===== config.mk =====
export PLATFORM = sky130hd
export DESIGN_NAME = sap1_prog_loader
export DESIGN_NICKNAME = d
export VERILOG_FILES = /design/src/rtl/sap1_prog_loader.sv
export SDC_FILE = /design/constraint.sdc
export NUM_CORES = 1
export LEC_CHECK = 0
export CAP_MARGIN = 20
export CORE_AREA = 2 2 66 68
export DETAILED_ROUTE_END_ITERATION = 7
export DIE_AREA = 0 0 68 70
export SYNTH_ARGS = -nofsm -noshare
export SYNTH_HDL_FRONTEND = slang
export SYNTH_SLANG_ARGS = --single-unit

===== constraint.sdc =====
create_clock -name clk -period 1.8 [get_ports clk]
set_clock_uncertainty 0.1 [all_clocks]
set_input_delay 0.36 -clock clk [delete_from_list [all_inputs] [get_ports clk]]
set_output_delay 0.36 -clock clk [all_outputs]
set_load 0.005 [all_outputs]

===== src/rtl/sap1_prog_loader.sv =====
// SAP-1 program loader: fills the 16x8 program RAM from a byte stream while holding the CPU in reset.
// Optional trailing checksum byte verification is enabled with `define SAP1_LOADER_CHECKSUM_EN.
module sap1_prog_loader #(
  parameter int ADDR_W = 4,
  parameter int DATA_W = 8
) (
  input  logic              clk,
  input  logic              rst_n,
  input  logic              start,
  input  logic              in_valid,
  input  logic [DATA_W-1:0] in_data,
  output logic              in_ready,
  output logic              mem_we,
  output logic [ADDR_W-1:0] mem_addr,
  output logic [DATA_W-1:0] mem_wdata,
  output logic              cpu_rst,
  output logic              done,
  output logic              error
);

  localparam int DEPTH = 2 ** ADDR_W;
  localparam logic [ADDR_W-1:0] LAST = ADDR_W'(DEPTH - 1);

  localparam logic [2:0] S_IDLE  = 3'd0;
  localparam logic [2:0] S_LOAD  = 3'd1;
  localparam logic [2:0] S_RUN   = 3'd3;
`ifdef SAP1_LOADER_CHECKSUM_EN
  localparam logic [2:0] S_CHECK = 3'd2;
  localparam logic [2:0] S_ERROR = 3'd4;
`endif

  logic [2:0]        state;
  logic [ADDR_W-1:0] cnt;
  logic              xfer;
  logic              go_load;

  assign xfer = in_valid & in_ready;

`ifdef SAP1_LOADER_CHECKSUM_EN
  logic [DATA_W-1:0] sum;
  logic [DATA_W-1:0] sum_chk;
  logic              error_q;

  assign sum_chk = sum + in_data;
  assign error   = error_q;
  // start is honoured from every state except the two that consume stream bytes
  assign go_load = start & (state != S_LOAD) & (state != S_CHECK);
`else
  assign error   = 1'b0;
  assign go_load = start & (state != S_LOAD);
`endif

  always_ff @(posedge clk or negedge rst_n) begin
    if (!rst_n) begin
      state     <= S_IDLE;
      cnt       <= '0;
      in_ready  <= 1'b0;
      mem_we    <= 1'b0;
      mem_addr  <= '0;
      mem_wdata <= '0;
      cpu_rst   <= 1'b1;
      done      <= 1'b0;
`ifdef SAP1_LOADER_CHECKSUM_EN
      sum       <= '0;
      error_q   <= 1'b0;
`endif
    end else begin
      mem_we <= 1'b0;
      if (go_load) begin
        state    <= S_LOAD;
        cnt      <= '0;
        in_ready <= 1'b1;
        cpu_rst  <= 1'b1;
        done     <= 1'b0;
`ifdef SAP1_LOADER_CHECKSUM_EN
        sum      <= '0;
        error_q  <= 1'b0;
`endif
      end else begin
        case (state)
          S_IDLE: ;
          S_LOAD: begin
            if (xfer) begin
              mem_we    <= 1'b1;
              mem_addr  <= cnt;
              mem_wdata <= in_data;
              cnt       <= cnt + 1'b1;
`ifdef SAP1_LOADER_CHECKSUM_EN
              sum       <= sum_chk;
              if (cnt == LAST) state <= S_CHECK;
`else
              if (cnt == LAST) begin
                state    <= S_RUN;
                in_ready <= 1'b0;
              end
`endif
            end
          end
`ifdef SAP1_LOADER_CHECKSUM_EN
          S_CHECK: begin
            if (xfer) begin
              in_ready <= 1'b0;
              if (sum_chk == '0) begin
                state <= S_RUN;
              end else begin
                state   <= S_ERROR;
                error_q <= 1'b1;
              end
            end
          end
          S_ERROR: ;
`endif
          S_RUN: begin
            cpu_rst <= 1'b0;
            done    <= 1'b1;
          end
          default: state <= S_IDLE;
        endcase
      end
    end
  end

endmodule


=== Word-level counts from Yosys, hierarchy flattened ===
Cells that the tools add are included.

* Bitwise gates (word level): 3
* Eq/ne operators: 7
* Muxes and demuxes: 18
* Reductions and logical operators: 10
* Add/sub/neg operators: 1

{| class="wikitable"
|+ Operators by type and width
! operator !! number
|-
| 2-to-1 mux 4 bit || 3
|-
| 2-to-1 mux 1 bit || 11
|-
| 2-to-1 mux 3 bit || 3
|-
| AND reduction 3 bit || 3
|-
| nonzero test 2 bit || 4
|-
| inequality test 3 bit (second input constant) || 2
|-
| case mux 3 bit (2 select lines) || 1
|-
| adder 4 x 1 -> 4 bit (second input constant) || 1
|-
| equality test 4 bit (second input constant) || 1
|-
| equality test 3 x 1 -> 1 bit (second input constant) || 1
|-
| equality test 3 x 2 -> 1 bit (second input constant) || 1
|-
| zero test 3 bit || 1
|-
| inequality test 3 x 1 -> 1 bit (second input constant) || 1
|-
| AND 1 bit || 2
|-
| inequality test 2 x 1 -> 1 bit (second input constant) || 1
|-
| AND reduction 2 bit || 1
|-
| OR reduction 2 bit || 1
|-
| inverter 1 bit || 1
|}

* Register bits after elaboration: 23
* Word-level logic and storage cells: 47
* Bits of input ports: 12
* Output and inout bits: 17

=== Logic depth before layout (Yosys ltp) ===
Gate-level depths: netlist of the first run.

* Depth after elaboration: 5
* Depth in mapped cells: 6
* Depth with buffers taken out: 5

=== Worst setup path after synthesis of the first run ===
OpenSTA, ideal clock, no wires.

* Path type: register to register
* Start: reg state[1]
* End: reg mem_addr[3]
* Period minus slack after synthesis: 1.524 ns
* Path buffers: 1
* Required time: 1.575 ns
* Library setup time: 0.125 ns
* Path slack: 0.276 ns
* Arrival time: 1.299 ns
* Stages on the path, launching flop included: 6
* Cell sequence: dfrtp_1 inv_1 ha_1 nand3_4 buf_6 mux2_4

* Word-level cells in the longest chain between the ends: 4
* Elaborated cells between the ends (all ways): 5
* Classes of those cells: 2 x eq/ne; 2 x bitwise; 1 x reduce/logical

{| class="wikitable"
|+ RTL lines
! what !! RTL line !! text
|-
| start, declared || 32 || <nowiki>logic [2:0] state;</nowiki>
|-
| start signal, assigned || 55 || <nowiki>state <= S_IDLE;</nowiki>
|-
| start signal, assigned || 70 || <nowiki>state <= S_LOAD;</nowiki>
|-
| start signal, assigned || 93 || <nowiki>state <= S_RUN;</nowiki>
|-
| inequality test 3 x 1 -> 1 bit || 50 || <nowiki>assign go_load = start & (state != S_LOAD);</nowiki>
|-
| AND 1 bit || 50 ||
|-
| inverter 1 bit (no source line) || - ||
|-
| AND reduction 3 bit (no source line) * || - ||
|-
| end signal, assigned || 85 || <nowiki>mem_addr <= cnt;</nowiki>
|-
| end, declared || 14 || <nowiki>output logic [ADDR_W-1:0] mem_addr,</nowiki>
|}

Mark *: on every way between the ends. The rest lies on a longest branch, timed or not.
A chain may end at the register's enable or synchronous reset.

=== Worst setup path in the final report of the first run ===
* Start: reg cpu_rst
* End: out cpu_rst

{| class="wikitable"
|+ RTL lines
! what !! RTL line !! text
|-
| start, declared || 16 || <nowiki>output logic cpu_rst,</nowiki>
|-
| start signal, assigned || 61 || <nowiki>cpu_rst <= 1'b1;</nowiki>
|-
| start signal, assigned || 73 || <nowiki>cpu_rst <= 1'b1;</nowiki>
|-
| start signal, assigned || 114 || <nowiki>cpu_rst <= 1'b0;</nowiki>
|}

No word-level cell between the ends.

==> run summary, run 1 <==
1st-iter DRT viols -> 27
Fin crit share -> 96.7%
Setup TNS -> 0 ns
Crit Path Max Fanout -> 2
Synthesis-to-finish area growth -> 40.0%
Ys Warns -> 0
Ordered cell list for the critical path -> clkdlybuf4s50_1
# Max-Cap Violations -> 0
Syn Std Cell Area -> 0.00102 mm²
Initial core utilization -> 24.6%
Syn avg cell area -> 12.9 µm²
Core footprint -> 0.00414 mm²
Root buf cell -> clkbuf_8
Most used DFF post-synth -> dfrtp_1
Cells after synthesis -> 79
Worst vdd ir -> 0.370 mV
RSZ-0062 raised after global routing -> no
PwrDens -> 1540 mW/mm²
Worst-path clk slew -> 0.08 ns
H-tree depth -> 1
Int Power -> 1.58 mW
Crit-path max cell delay -> 0.54 ns
Detail Placement HPWL -> 1.48 mm
Post-synth cell types -> 31
FFs w/ async S/R, synth -> 100%
Crit start category -> register
Number of synthesized register bits -> 22
HP Class -> primary input to async pin
Comb power frac -> 42.4%
Sequential area share after synthesis -> 54.0%
CTS Sinks -> 22
Number of I/O pins -> 29
Min Tclk post-route -> 1.74 ns
Non-Filler Instances -> 162
CP required -> 1.34 ns
CTS tree -> done
Syn Nets -> 94
CP endpoint kind -> output pin
Core Rows -> 24
Clock network fraction of total power -> 20.6%
Global-route wire length before repair -> 3.46 mm
Vias in the first global route -> 757
CP Class -> register to output pin
Port-buffer cells -> 27
Fmax -> 575 MHz
Yosys top cell area share -> 51.5%
Num CTS Buffers -> 3
Net Sw Frac -> 28.4%
Drt wl/cell -> 12.0 µm
DR pass1 iterations -> 3
Post-Route WL -> 1.94 mm
Chip width -> 68 µm
Count leader, synth -> dfrtp_1
Cell family with most CP delay -> flip-flops
Placed Area -> 0.00136 mm²
Maximum number of pins on one net before global-route repair -> 23
Slew Viols, Final -> 0
Routed Antenna Nets -> 0
Number of setup violations in the final report -> 0
Antenna Cells -> 0
Outcome -> finished clean
Sequential power share -> 37.0%
DR vias/cell -> 4.41
Final instance area -> 0.00143 mm²
Synth area leader -> dfrtp_1
Gr usage total -> 9.41%
GPL Wtd Cong -> 0.810
Final hold violations -> 0
Sw power -> 625 µW
Worst EP arrival -> 1.28 ns
Post-synth EDFFs -> 0
Clock buffer depth -> 2
Worst path slowest cell -> dfstp_2
Post-CTS Setup Bufs -> 0
Via count -> 715
Top post-synthesis cells by count -> dfrtp_1, mux2_4
Initial antenna violation count -> 0
Buffer and inverter count on the worst path -> 1
Die area -> 0.00476 mm²
Largest cells by area after synthesis -> dfrtp_1, mux2_4, mux2_2, ha_1, mux2i_1
DR DRC count -> 0
NumNets Final -> 126
Clk_lat worst skew -> 0.26 ns
Gr ovfl total -> 0
Die Y-Extent -> 70 µm
Placed Cells -> 158
Leakage -> 0.633 nW
Ratio of cells with drive above 1 in the final layout -> 20.9%
[flip-flops by register name, summed over array words and instances (netlist names)]
signal	flops
cnt	4
cpu_rst	1
done	1
in_ready	1
mem_addr	4
mem_wdata	8
mem_we	1
state	2
[power by group through the flow]
stage	registers (mW)	logic [mW]	clock network, mW
detailed placement	0.826	0.944	0
global placement	0.816	0.922	0
global route	0.848	1.03	0.493
finish	0.814	0.935	0.454
floorplan	0.816	0.521	0
CTS	0.818	0.949	0.468
[cells by family (layout without fill, tap and decap cells)]
logic type	Yosys count	count (layout)	share of synthesized area, %
other cells	1	1	0.367
fa+ha+maj	3	3	3.68
compound gates	16	16	9.93
simple gates	14	14	8.09
flops	22	22	54.0
buf+inv	7	38	3.68
mux	16	16	20.2
[worst paths after layout]
path	from	end	slack, ns	cells past startpoint
setup / recovery	cpu_rst$_DFFE_PN1P_	cpu_rst	0.06	1
hold / removal	rst_n	mem_wdata[0]$_DFFE_PN0P_	0.35	2
setup reg to reg	state[1]$_DFFE_PN0P_	mem_wdata[3]$_DFFE_PN0P_	0.25	4
hold reg to reg	cpu_rst$_DFFE_PN1P_	cpu_rst$_DFFE_PN1P_	0.39	2
max in group asynchronous	rst_n	cpu_rst$_DFFE_PN1P_	0.98	2
min in group clk	cpu_rst$_DFFE_PN1P_	cpu_rst$_DFFE_PN1P_	0.39	2
[cells in the final DEF, fill, tap and decap left out, drive strengths merged, types with 2 or more instances in the layout]
cell type and count:
a21oi 4, buf 3, clkbuf 3, clkdlybuf4s50 27
dfrtp 21, ha 3, inv 4, mux2 13
mux2i 3, nand2 2, nand3 5, nor2 3
o21ai 4
[worst register-to-register path, delay by kind of cell, from the launching register on]
| family | cells | cell delay, ns |
|---|---|---|
| buf+inv | 1 | 0.11 |
| simple gates | 1 | 0.23 |
| mux | 1 | 0.37 |
| flops | 1 | 0.40 |
| fa+ha+maj | 1 | 0.23 |
[through the flow]
| stage | hold slack, ns | util, % | setup WS (ns) | power [mW] |
|---|---|---|---|---|
| 5_1_grt | 0.378 | 34.5 | 0.0162 | 2.37 |
| 3_3_place_gp | 0.372 | 32.7 | -0.0218 | 1.74 |
| 2_1_floorplan | -0.0356 | - | 0.276 | 1.34 |
| 6_report | 0.347 | 34.5 | 0.0602 | 2.20 |
| 3_5_place_dp | 0.380 | 32.7 | -0.0600 | 1.77 |
| 4_1_cts | 0.361 | 34.5 | 0.0433 | 2.24 |
[timing repair]
item	4_1_cts	5_1_grt
endpoints found under the setup margin	1	0
hold buffers	0	0
resized for setup	1	0
[area by class of cell]
type | instances | area (µm²)
fill | 425 | 2720
sequential | 22 | 553
multi-input combinational | 50 | 432
timing repair buffer | 30 | 293
tap | 52 | 65.1
clock buffer | 3 | 41.3
clock inverter | 1 | 30.0
inverter | 4 | 15.0
[metal layers]
metal	global-route usage, %	vias up	share of wire [%]
li1	-	340	-
met1	11.9	357	44
met2	15.4	18	50
met3	2.90	0	6.4
met4	2.22	0	0
met5	0	-	0
No activity file was read; power rests on OpenSTA's default activity.
==> run 2, diff against run 1 <==
- CORE_AREA: 2 2 66 68 -> 3 3 77 61
- DIE_AREA: 0 0 68 70 -> 0 0 80 64
==> run 2 against run 1 <==
Against the previous run: first-iteration DRC count down 15%; critical path depth unchanged; final area up 1.2%; maximum frequency down 0.11%.
==> run summary, run 2 (synthesis gave the netlist of run 1 again) <==
H-tree depth -> 1 (unchanged)
Commonest non-fill, non-tap cell in the layout -> clkdlybuf4s50_1 (unchanged)
CTS tree -> done (unchanged)
Crit-path max cell delay -> 0.53 ns (was 0.54 ns)
Worst-path clk slew -> 0.08 ns (about the same)
CP Class -> register to output pin (unchanged)
# Max-Cap Violations -> 0 (unchanged)
Number of setup violations in the final report -> 0 (unchanged)
GPL Wtd Cong -> 0.716 (was 0.810)
DR vias/cell -> 4.22 (was 4.41)
Chip width -> 80 µm (was 68 µm)
Clk_lat worst skew -> 0.26 ns (about the same)
Synthesis-to-finish area growth -> 41.7% (was 40.0%)
Gr ovfl total -> 0 (unchanged)
Initial core utilization -> 25.5% (was 24.6%)
PostCTS Resize Cnt -> 0 (was 1)
Net Sw Frac -> 28.1% (was 28.4%)
Leakage -> 0.642 nW (was 0.633 nW)
Num CTS Buffers -> 3 (unchanged)
Core footprint -> 0.00400 mm² (was 0.00414 mm²)
Worst vdd ir -> 0.377 mV (was 0.370 mV)
Max FFs per register -> 8 (unchanged)
Fill cell count -> 387 (was 425)
Detail Placement HPWL -> 1.52 mm (was 1.48 mm)
Biggest regs -> mem_wdata (8), cnt (4), mem_addr (4) (unchanged)
Post-CTS Setup Bufs -> 0 (unchanged)
Vias in the first global route -> 734 (was 757)
Placed Cells -> 163 (was 158)
Int Power -> 1.58 mW (about the same)
Die Y-Extent -> 64 µm (was 70 µm)
Commonest non-fill, non-tap cells in the layout -> clkdlybuf4s50_1, dfrtp_1, mux2_4 (unchanged)
Final instance area -> 0.00145 mm² (was 0.00143 mm²)
CP endpoint kind -> output pin (unchanged)
Gr usage total -> 8.66% (was 9.41%)
Placed Area -> 0.00138 mm² (was 0.00136 mm²)
Maximum number of pins on one net before global-route repair -> 23 (unchanged)
Fmax -> 574 MHz (was 575 MHz)
PwrDens -> 1520 mW/mm² (was 1540 mW/mm²)
Post-Route WL -> 2.02 mm (was 1.94 mm)
Pwr Total -> 2.20 mW (about the same)
Core Rows -> 20 (was 24)
CP required -> 1.34 ns (about the same)
Slew Viols, Final -> 0 (unchanged)
Multi-input gate area -> 432 µm² (unchanged)
Hold buffer count at CTS -> 0 (unchanged)
Final WS setup -> 0.0583 ns (was 0.0602 ns)
Via count -> 705 (was 715)
Initial antenna violation count -> 0 (unchanged)
Fin crit share -> 96.8% (was 96.7%)
HP Class -> primary input to async pin (unchanged)
Clock network fraction of total power -> 20.3% (was 20.6%)
Pre-CTS setup slack -> 0.0237 ns (was -0.0600 ns)
DR pass1 iterations -> 2 (was 3)
Register area -> 552 µm² (was 553 µm²)
Ordered cell list for the critical path -> clkdlybuf4s50_1 (unchanged)
Sequential power share -> 36.9% (was 37.0%)
Sw power -> 617 µW (was 625 µW)
Worst path slowest cell -> dfstp_2 (unchanged)
CTS Sinks -> 22 (unchanged)
Routed Antenna Nets -> 0 (unchanged)
Crit start category -> register (unchanged)
Hold slack -> 0.353 ns (was 0.347 ns)
Die area -> 0.00512 mm² (was 0.00476 mm²)
Ratio of cells with drive above 1 in the final layout -> 21.4% (was 20.9%)
Drt wl/cell -> 12.1 µm (was 12.0 µm)
Clock buffer depth -> 2 (unchanged)
Min Tclk post-route -> 1.74 ns (about the same)
Setup TNS -> 0 ns (unchanged)
Buffer and inverter count on the worst path -> 1 (unchanged)
Crit Path Max Fanout -> 2 (unchanged)
Util after Layout -> 36.1% (was 34.5%)
RSZ-0062 raised after global routing -> no (unchanged)
1st-iter DRT viols -> 23 (was 27)
Comb power frac -> 42.7% (was 42.4%)
Number of I/O pins -> 29 (unchanged)
Worst EP arrival -> 1.28 ns (about the same)
Outcome -> finished clean (unchanged)
Non-Filler Instances -> 167 (was 162)
Register bank with the most flops -> mem_wdata (unchanged)
Final hold violations -> 0 (unchanged)
Cell family with most CP delay -> flip-flops (unchanged)
NumNets Final -> 128 (was 126)
Antenna Cells -> 0 (unchanged)
DR DRC count -> 0 (unchanged)
Root buf cell -> clkbuf_8 (unchanged)
Global-route wire length before repair -> 3.49 mm (was 3.46 mm)
Port-buffer cells -> 27 (unchanged)
## run 2: changes by cell type in the layout (fill, tap and decap cells not counted)
cell and delta:
buf_4 +2, dfrtp_1 +1, dfrtp_2 -1
## run 2: power groups by stage
stage	Combinational (mW)	Clock [mW]	Sequential (mW)
6_report	0.938	0.447	0.811
5_1_grt	1.04	0.488	0.840
4_1_cts	0.950	0.464	0.814
3_5_place_dp	0.943	0	0.825
3_3_place_gp	0.930	0	0.814
2_1_floorplan	0.521	0	0.816
## run 2: layer usage
metal	wire (µm)	global-route usage, %
met1	965	10.8
met2	938	14.2
met3	106	3.66
met4	13	1.27
met5	0	0
## run 2: worst paths after layout
check                                      end  slack, ns  depth (start not counted)            startpoint
max                                    cpu_rst       0.06                          1   cpu_rst$_DFFE_PN1P_
min reg2reg                cpu_rst$_DFFE_PN1P_       0.40                          2   cpu_rst$_DFFE_PN1P_
max in group asynchronous  cpu_rst$_DFFE_PN1P_       0.97                          2                 rst_n
min                           mem_we$_DFF_PN0_       0.35                          2                 rst_n
max reg2reg                 cnt[3]$_DFFE_PN0P_       0.21                          5  state[1]$_DFFE_PN0P_
min in group clk           cpu_rst$_DFFE_PN1P_       0.40                          2   cpu_rst$_DFFE_PN1P_
## run 2: final cells by class
cell class	count	share of cell area (%)
clock inverter	1	2.08
timing repair buffer	32	21.3
sequential	22	38.1
clock buffer	3	2.85
multi-input combinational	50	29.8
tap	55	4.76
inverter	4	1.04
